File: config.mk
export PLATFORM = sky130hd
export DESIGN_NAME = acc_sample_scheduler
export DESIGN_NICKNAME = d
export VERILOG_FILES = /design/src/rtl/acc_sample_scheduler.sv
export SDC_FILE = /design/constraint.sdc
export NUM_CORES = 1
export LEC_CHECK = 0
export ABC_AREA = 1
export CAP_MARGIN = 10
export CORE_MARGIN = 2
export CORE_UTILIZATION = 55
export DETAILED_ROUTE_END_ITERATION = 10
export PLACE_DENSITY = 0.78
export SLEW_MARGIN = 20
export SYNTH_ARGS = -nofsm -noshare
export SYNTH_HDL_FRONTEND = slang
export SYNTH_SLANG_ARGS = --single-unit
File: constraint.sdc
create_clock -name clk -period 6.3 [get_ports clk]
set_input_delay 1.26 -clock clk [delete_from_list [all_inputs] [get_ports clk]]
set_output_delay 1.26 -clock clk [all_outputs]
set_load 0.02 [all_outputs]
File: src/rtl/acc_sample_scheduler.sv
// ---------------------------------------------------------------------------
// acc_sample_scheduler
//
// Purpose:
//   Sequencer that sits between the ACL2 SPI wrapper and the gesture/BT
//   packetizer. Once the wrapper reports init complete, it fires a one-cycle
//   acc_start every SAMPLE_DIV clocks. When the wrapper reports a finished
//   read, it captures x/y/z and smooths each axis with a first-order IIR
//   filter:
//     filt += (raw - filt) >>> SHIFT
//   The filtered sample is then offered on a valid/ready port.
//
// Parameters:
//   SAMPLE_DIV  clocks per sample tick (>= 8)
//   TIMEOUT     max clocks spent waiting for a read before abort (>= 2)
//   SHIFT       IIR weight; 0 makes the filter a pass-through
//
// Ports:
//   clk, rst        system clock, asynchronous active-high reset
//   enable          1 = schedule samples, 0 = no new starts
//   filter_rst      sync pulse; the next sample reloads the filter
//   acc_done_init   wrapper init complete (level)
//   acc_done_read   wrapper read complete (rising edge used)
//   acc_x/y/z       signed raw axes from the wrapper
//   acc_start       one-cycle start pulse to the wrapper
//   sample_x/y/z    signed filtered axes
//   sample_valid    filtered sample available, held until accepted
//   sample_ready    consumer accepts when valid & ready
//   busy            high in START / WAIT_READ / FILTER
//   overrun         pulse: unaccepted sample overwritten or tick dropped
//   timeout_err     pulse: read aborted on timeout
//   err_count       saturating count of timeouts
// ---------------------------------------------------------------------------
module acc_sample_scheduler #(
  parameter int SAMPLE_DIV = 1_000_000,
  parameter int TIMEOUT    = 65_535,
  parameter int SHIFT      = 2
) (
  input  logic               clk,
  input  logic               rst,
  input  logic               enable,
  input  logic               filter_rst,
  input  logic               acc_done_init,
  input  logic               acc_done_read,
  input  logic signed [15:0] acc_x,
  input  logic signed [15:0] acc_y,
  input  logic signed [15:0] acc_z,
  output logic               acc_start,
  output logic signed [15:0] sample_x,
  output logic signed [15:0] sample_y,
  output logic signed [15:0] sample_z,
  output logic               sample_valid,
  input  logic               sample_ready,
  output logic               busy,
  output logic               overrun,
  output logic               timeout_err,
  output logic [7:0]         err_count
);

  localparam int TW = $clog2(SAMPLE_DIV);
  localparam int CW = $clog2(TIMEOUT);

  localparam logic [TW-1:0] TICK_LAST = TW'(SAMPLE_DIV - 1);
  localparam logic [CW-1:0] TO_LAST   = CW'(TIMEOUT - 1);

  localparam logic [2:0] S_WAIT_INIT = 3'd0;
  localparam logic [2:0] S_IDLE      = 3'd1;
  localparam logic [2:0] S_START     = 3'd2;
  localparam logic [2:0] S_WAIT_READ = 3'd3;
  localparam logic [2:0] S_FILTER    = 3'd4;

  logic [2:0]        state;
  logic [TW-1:0]     tick_cnt;
  logic              tick_pending;
  logic [CW-1:0]     to_cnt;
  logic              done_prev;
  logic signed [15:0] raw_x, raw_y, raw_z;
  logic signed [15:0] filt_x, filt_y, filt_z;
  logic              primed;

  logic              cnt_run;
  logic              tick;
  logic              consume;
  logic              tick_drop;
  logic              read_edge;
  logic              read_timeout;
  logic              load;
  logic              reload;
  logic              accept;
  logic signed [15:0] new_x, new_y, new_z;

  // One IIR step. The difference is taken at 17 bits so the full
  // -32768..32767 span cannot wrap; the arithmetic shift floors toward
  // minus infinity. The result lies between filt and raw, so keeping only
  // the low 16 bits of the step is exact.
  function automatic logic signed [15:0] iir_step(
    input logic signed [15:0] filt,
    input logic signed [15:0] raw
  );
    logic signed [16:0] diff;
    logic signed [16:0] step;
    diff = {raw[15], raw} - {filt[15], filt};
    step = diff >>> SHIFT;
    return filt + step[15:0];
  endfunction

  // Decode of the per-cycle events that several blocks below react to.
  always_comb begin
    cnt_run      = enable && (state != S_WAIT_INIT);
    tick         = cnt_run && (tick_cnt == TICK_LAST);
    consume      = (state == S_IDLE) && tick_pending && enable;
    tick_drop    = tick && tick_pending && !consume;
    read_edge    = (state == S_WAIT_READ) && acc_done_read && !done_prev;
    read_timeout = (state == S_WAIT_READ) && !read_edge && (to_cnt == TO_LAST);
    load         = (state == S_FILTER);
    reload       = !primed || filter_rst;
    accept       = sample_valid && sample_ready;
  end

  // Next filter value per axis; an unprimed filter or a reload request
  // takes the raw sample directly.
  always_comb begin
    new_x = reload ? raw_x : iir_step(filt_x, raw_x);
    new_y = reload ? raw_y : iir_step(filt_y, raw_y);
    new_z = reload ? raw_z : iir_step(filt_z, raw_z);
  end

  // Sample-rate divider. It only runs once init is done and sampling is
  // enabled; a terminal count raises tick_pending. A tick that arrives while
  // one is still pending is dropped (and flagged as overrun below). If the
  // pending tick is consumed on the same cycle a new one arrives, the new
  // one stays pending.
  always_ff @(posedge clk or posedge rst) begin
    if (rst) begin
      tick_cnt     <= '0;
      tick_pending <= 1'b0;
    end else begin
      if (!cnt_run || tick)
        tick_cnt <= '0;
      else
        tick_cnt <= tick_cnt + 1'b1;

      if (!enable)
        tick_pending <= 1'b0;
      else if (tick)
        tick_pending <= 1'b1;
      else if (consume)
        tick_pending <= 1'b0;
    end
  end

  // Main sequencer. START clears the timeout counter and the done_read
  // history so that a level left high from the previous read cannot be
  // taken as a fresh edge. In WAIT_READ an edge on the last allowed cycle
  // still wins over the timeout.
  always_ff @(posedge clk or posedge rst) begin
    if (rst) begin
      state     <= S_WAIT_INIT;
      to_cnt    <= '0;
      done_prev <= 1'b0;
      raw_x     <= '0;
      raw_y     <= '0;
      raw_z     <= '0;
      err_count <= '0;
    end else begin
      case (state)
        S_WAIT_INIT: begin
          if (acc_done_init)
            state <= S_IDLE;
        end
        S_IDLE: begin
          if (consume)
            state <= S_START;
        end
        S_START: begin
          to_cnt    <= '0;
          done_prev <= 1'b0;
          state     <= S_WAIT_READ;
        end
        S_WAIT_READ: begin
          done_prev <= acc_done_read;
          if (read_edge) begin
            raw_x <= acc_x;
            raw_y <= acc_y;
            raw_z <= acc_z;
            state <= S_FILTER;
          end else if (read_timeout) begin
            if (err_count != 8'hFF)
              err_count <= err_count + 8'd1;
            state <= S_IDLE;
          end else begin
            to_cnt <= to_cnt + 1'b1;
          end
        end
        S_FILTER: begin
          state <= S_IDLE;
        end
        default: begin
          state <= S_WAIT_INIT;
        end
      endcase
    end
  end

  // Filter state. The filter registers double as the output data, which is
  // only rewritten in FILTER and therefore stays stable while valid is held.
  // A filter_rst seen outside FILTER is remembered by clearing primed.
  always_ff @(posedge clk or posedge rst) begin
    if (rst) begin
      filt_x <= '0;
      filt_y <= '0;
      filt_z <= '0;
      primed <= 1'b0;
    end else if (load) begin
      filt_x <= new_x;
      filt_y <= new_y;
      filt_z <= new_z;
      primed <= 1'b1;
    end else if (filter_rst) begin
      primed <= 1'b0;
    end
  end

  // Output handshake. A new sample always leaves valid high, even when the
  // old one is accepted on the same cycle; only overwriting an unaccepted
  // sample (or dropping a tick) counts as an overrun.
  always_ff @(posedge clk or posedge rst) begin
    if (rst) begin
      sample_valid <= 1'b0;
      overrun      <= 1'b0;
    end else begin
      if (load)
        sample_valid <= 1'b1;
      else if (accept)
        sample_valid <= 1'b0;

      overrun <= (load && sample_valid && !sample_ready) || tick_drop;
    end
  end

  // The timeout pulse marks the last WAIT_READ cycle itself, so it lines up
  // with the abort decision rather than trailing it by a clock.
  always_comb begin
    acc_start   = (state == S_START);
    busy        = (state == S_START) || (state == S_WAIT_READ) || (state == S_FILTER);
    timeout_err = read_timeout;
    sample_x    = filt_x;
    sample_y    = filt_y;
    sample_z    = filt_z;
  end

endmodule

After elaboration in Yosys (flattened, before gate mapping)
Cells that the tools add are included.

Output and inout port bits: 61. Bits in registers: 148. Word-level logic and storage cells: 91. Input port bits: 55.

$add $sub $neg: 9. Equality and inequality tests: 13. Bitwise gates (word level): 1. Reduce and logical (&&, ||, !) cells: 33. Mux-type cells: 20.

Operators with widths (count): $mux W16 (5); $sub A16 B16 Y17 (3); $add A16 B16 Y16 (3); $pmux W16 S2 (1); $add A20 B1 Y20 const B (1); $eq A20 B20 Y1 const B (1); $mux W20 (1); $add A16 B1 Y16 const B (1); $eq A16 B16 Y1 const B (1); $pmux W3 S5 (1); $logic_and A1 B1 Y1 (13); $mux W3 (4); $add A8 B1 Y8 const B (1); $ne A2 B2 Y1 const B (4); $ne A8 B8 Y1 const B (1); $mux W1 (7); $eq A3 B2 Y1 const B (2); $logic_not A1 Y1 (6); $reduce_and A3 Y1 (2); $reduce_bool A2 Y1 (3); $logic_or A1 B1 Y1 (5); $reduce_and A4 Y1 (1); $eq A3 B1 Y1 const B (1); $eq A3 B3 Y1 const B (1); other kinds (7) (7).

Longest topological paths before layout
Depth after elaboration: 9. Mapped depth: 24. Depth with buffers taken out: 24.

Least setup slack after synthesis
Ideal clock, no wire load.

Kind: register to register. Start: register filt_y[2] (netlist: sample_y[2]). End: register filt_y[13] (netlist: sample_y[13]). Period minus slack after synthesis: 3.196 ns. Stages on the path, launching flop included: 21. Path buffers: 0. Setup time: 0.130 ns. Setup slack: 3.104 ns. Data arrival time: 3.066 ns. Path through: dfrtp_1 inv_1 ha_1 a21oi_1 nand2_1 a21boi_1 o21ai_0 a21boi_0 o21ai_0 xor2_1 ha_1 nand2_1 nor2_1 nand3_1 nand4_1 nand2_1 nand3_1 a21oi_1 o21ai_0 nand2_1 o21ai_0.

Cells in the longest elaborated chain, start to end: 3.

RTL lines: from (decl) (RTL line 78) `logic signed [15:0] filt_x, filt_y, filt_z;`; from (signal assigned) (RTL line 216) `filt_y <= new_y;`; $sub A16 B16 Y17 (RTL line 102) `diff = {raw[15], raw} - {filt[15], filt};`; $add A16 B16 Y16 (*) (RTL line 104) `return filt + step[15:0];`; $mux W16 (*) (RTL line 124) `new_y = reload ? raw_y : iir_step(filt_y, raw_y);`.

Every way passes the cells marked *; elsewhere a longest branch is shown, timed or not. A chain may end at the register's enable or synchronous reset.

Worst setup path in the final report
Start: input acc_done_read. End: output timeout_err.

Cells in the longest elaborated chain, start to end: 5.

RTL lines: from (decl) (RTL line 44) `input logic acc_done_read,`; $logic_and A1 B1 Y1 (2 in a row) (RTL line 113) `read_edge = (state == S_WAIT_READ) && acc_done_read && !done_prev;`; $logic_not A1 Y1 (RTL line 114) `read_timeout = (state == S_WAIT_READ) && !read_edge && (to_cnt == TO_LAST);`; $logic_and A1 B1 Y1 (2 in a row) (RTL line 114); to (decl) (RTL line 56) `output logic timeout_err,`.

Every way passes these cells.

==> results_dict.tcl <==
set metrics [dict create \
    hold_path.class "flop to flop" \
    netlist.top_cell.by_area "dfrtp_1" \
    slew_headroom_pct 31.9 \
    synth_top_area_share_pct 33.8 \
    core_area_um2 19500 \
    fp.dieH_um 145 \
    r2r_end "sample_y[14]" \
    min_period_over_period_pct 70.8 \
    status "finished clean" \
    netlist_area_um2 10900 \
    rows 51 \
    num_vias 10200 \
    ant_nets 0 \
    syn_inst 1487 \
    gp_congestion 0.914 \
    cts_root_buffer "clkbuf_16" \
    h-tree-depth 4 \
    dieArea_um2 21000 \
    cap_violations 0 \
    grt_pass1_wl_um 45500 \
    yosys_register_bits 148 \
    rsz0062_at_grt "no" \
    port_buffers 115 \
    start_kind "primary input" \
    die_x_um 145 \
    fmax_mhz 224 \
    grt_start_max_net_pins 106 \
    fin_cells 1874 \
    synthTopCellsByArea "dfrtp_1 34%, nand2_1 13%, ha_1 11%" \
    postSynthAreaPerCell_um2 7.36 \
    reg2reg_depth 19 \
    cts_inserted_buffers 17 \
    clockBufferDepth 2 \
    place_inst 1842 \
    drt_iter0_drc 659 \
    initial_core_util_pct 56.1 \
    fin_crit_ns 4.46 \
    remaining_drc_errors 0 \
    syn_to_final_growth_pct 18.3 \
    antenna_found_initial 0 \
    min_delay_path_depth 1 \
    cp.arrival_ns 3.20 \
    ys_seq_area_share_pct 33.8 \
    grt_pass1_vias 9650 \
    insertedDiodeCount 0 \
    worst-path-max-fanout 38 \
    grt_usage_pct 26.0 \
    drive_gt1_share_pct 5.10 \
    via_per_inst 5.46 \
    synth.distinct_cells 48 \
    clock-sinks 148 \
    dpl.hpwl_um 19300 \
    cts_resized 0 \
    min_to "tick_cnt[0]" \
    critPathRequiredTime_ns 5.04 \
    io_pins 116 \
    wirelength_um 27100 \
    worst_slew_pin_slew_ns 1.02 \
    crit_path_start "acc_done_read" \
    rr_startpoint "sample_y[2]" \
    finalClockSkew_ns 0.0192 \
    synth_warnings 0 \
    slew_viol_final 0 \
    endpoint_kind "primary output" \
    clock_latency_ns 0.43 \
    cts_setup_buffers 0 \
    setup_viol 0 \
    wire_per_inst_um 14.5 \
    synthesis.nets 1645 \
    path_clk_slew_ns 0.06 \
    r2r_slack_ns 2.70 \
    cts.hold.buffers_added 0 \
    critPathKind "primary input to primary output" \
    final_hold_viol_count 0 \
    tritoncts "yes" \
    holdWs_ns 0.507 \
    final_nets 1754 \
    grt_remaining_overflow 0 \
    setup-tns-final_ns 0 \
    dr.pass1.iters 5 \
    min_from "tick_cnt[0]" \
]
==> synth_stat cells (all sizes together) <==
master and count:
o21a 1, a22oi 9, clkbuf 28, o31ai 1, nand4 19, o32ai 1
ha 100, a21boi 8, clkinv 3, or2 5, dfrtp 148, inv 190
o21ai 115, xnor2 26, mux2 1, a31oi 6, fa 3, nand3 69
a21o 6, and2 1, o211a 1, nand3b 1, o22ai 12, buf 3
nand2 389, nor2 119, a211oi 5, o21bai 9, o211ai 5, xor2 48
a21oi 115, o221a 2, nor3b 3, nor3 28, nor4 7
==> how the worst max path moves through the flow <==
stage,endpoint
floorplan,done_prev
global placement,timeout_err
detailed placement,timeout_err
CTS,timeout_err
global route,timeout_err
finish,timeout_err
==> worst max-delay path, cell delays in order <==
cell and delay [ns]:
clkdlybuf4s50_1 0.44, nand3_2 0.08, buf_4 0.39, nand2_2 0.16
nor2_4 0.20, clkdlybuf4s50_1 0.65
==> through the flow <==
step                util [%]  worst slack [ns]  area, um^2
global route            66.3              1.75       12900
CTS                     66.3              1.85       12900
detailed placement      63.4              1.83       12400
global placement        63.4              1.88       12400
finish                  66.3              1.84       12900
floorplan                  -              1.06       10900
==> layout by cell type (no fill, tap or decap), drive strengths merged, types with 2 or more instances in the layout <==
cell type,netlist,final
nor3,28,28
o221a,2,2
nand4,19,19
inv,190,194
ha,100,100
nand3,69,69
xor2,48,48
fa,3,3
clkbuf,28,19
nor3b,3,3
xnor2,26,26
a22oi,9,9
nand2,389,389
a21boi,8,8
o211ai,5,5
or2,5,5
a211oi,5,5
nor2,119,119
clkinv,3,9
a31oi,6,6
o22ai,12,12
clkdlybuf4s50,0,115
buf,3,6
a21o,6,6
o21bai,9,9
clkinvlp,0,2
a21oi,115,115
o21ai,115,115
nor4,7,7
dfrtp,148,148
==> flip-flops by register name, summed over array words and instances (netlist names), 3 cells and up <==
name and count:
to_cnt 16, sample_z 16, state 3, raw_x 16, sample_y 16, sample_x 16, raw_y 16, tick_cnt 20
raw_z 16, err_count 8
==> per-layer routing <==
layer  GRT usage (%)  vias to the layer above  share of wire, %
met2            42.8                      315                47
li1                -                     5116                 -
met1            35.0                     4770                46
met4            7.50                        0               1.6
met3            4.87                       35               6.2
met5               0                        -                 0
==> area by class of cell <==
cell class / instances / area, um^2
Fill cell: 1651 / 6580
Multi-Input combinational cell: 1115 / 6410
Sequential cell: 148 / 3700
Timing Repair Buffer: 121 / 1200
Inverter: 193 / 729
Clock buffer: 19 / 453
Tap cell: 265 / 332
Clock inverter: 13 / 124
==> kinds of logic after synthesis <==
kind of cell / share of synthesized area (%)
simple gates: 25.5
xor+xnor: 5.92
buf+inv: 7.74
flops: 33.8
fa+ha+maj: 12.0
compound gates: 14.9
mux: 0.103
Power is not shown: default switching activity piles up to over one toggle a cycle in this logic, so the estimate is an artifact.
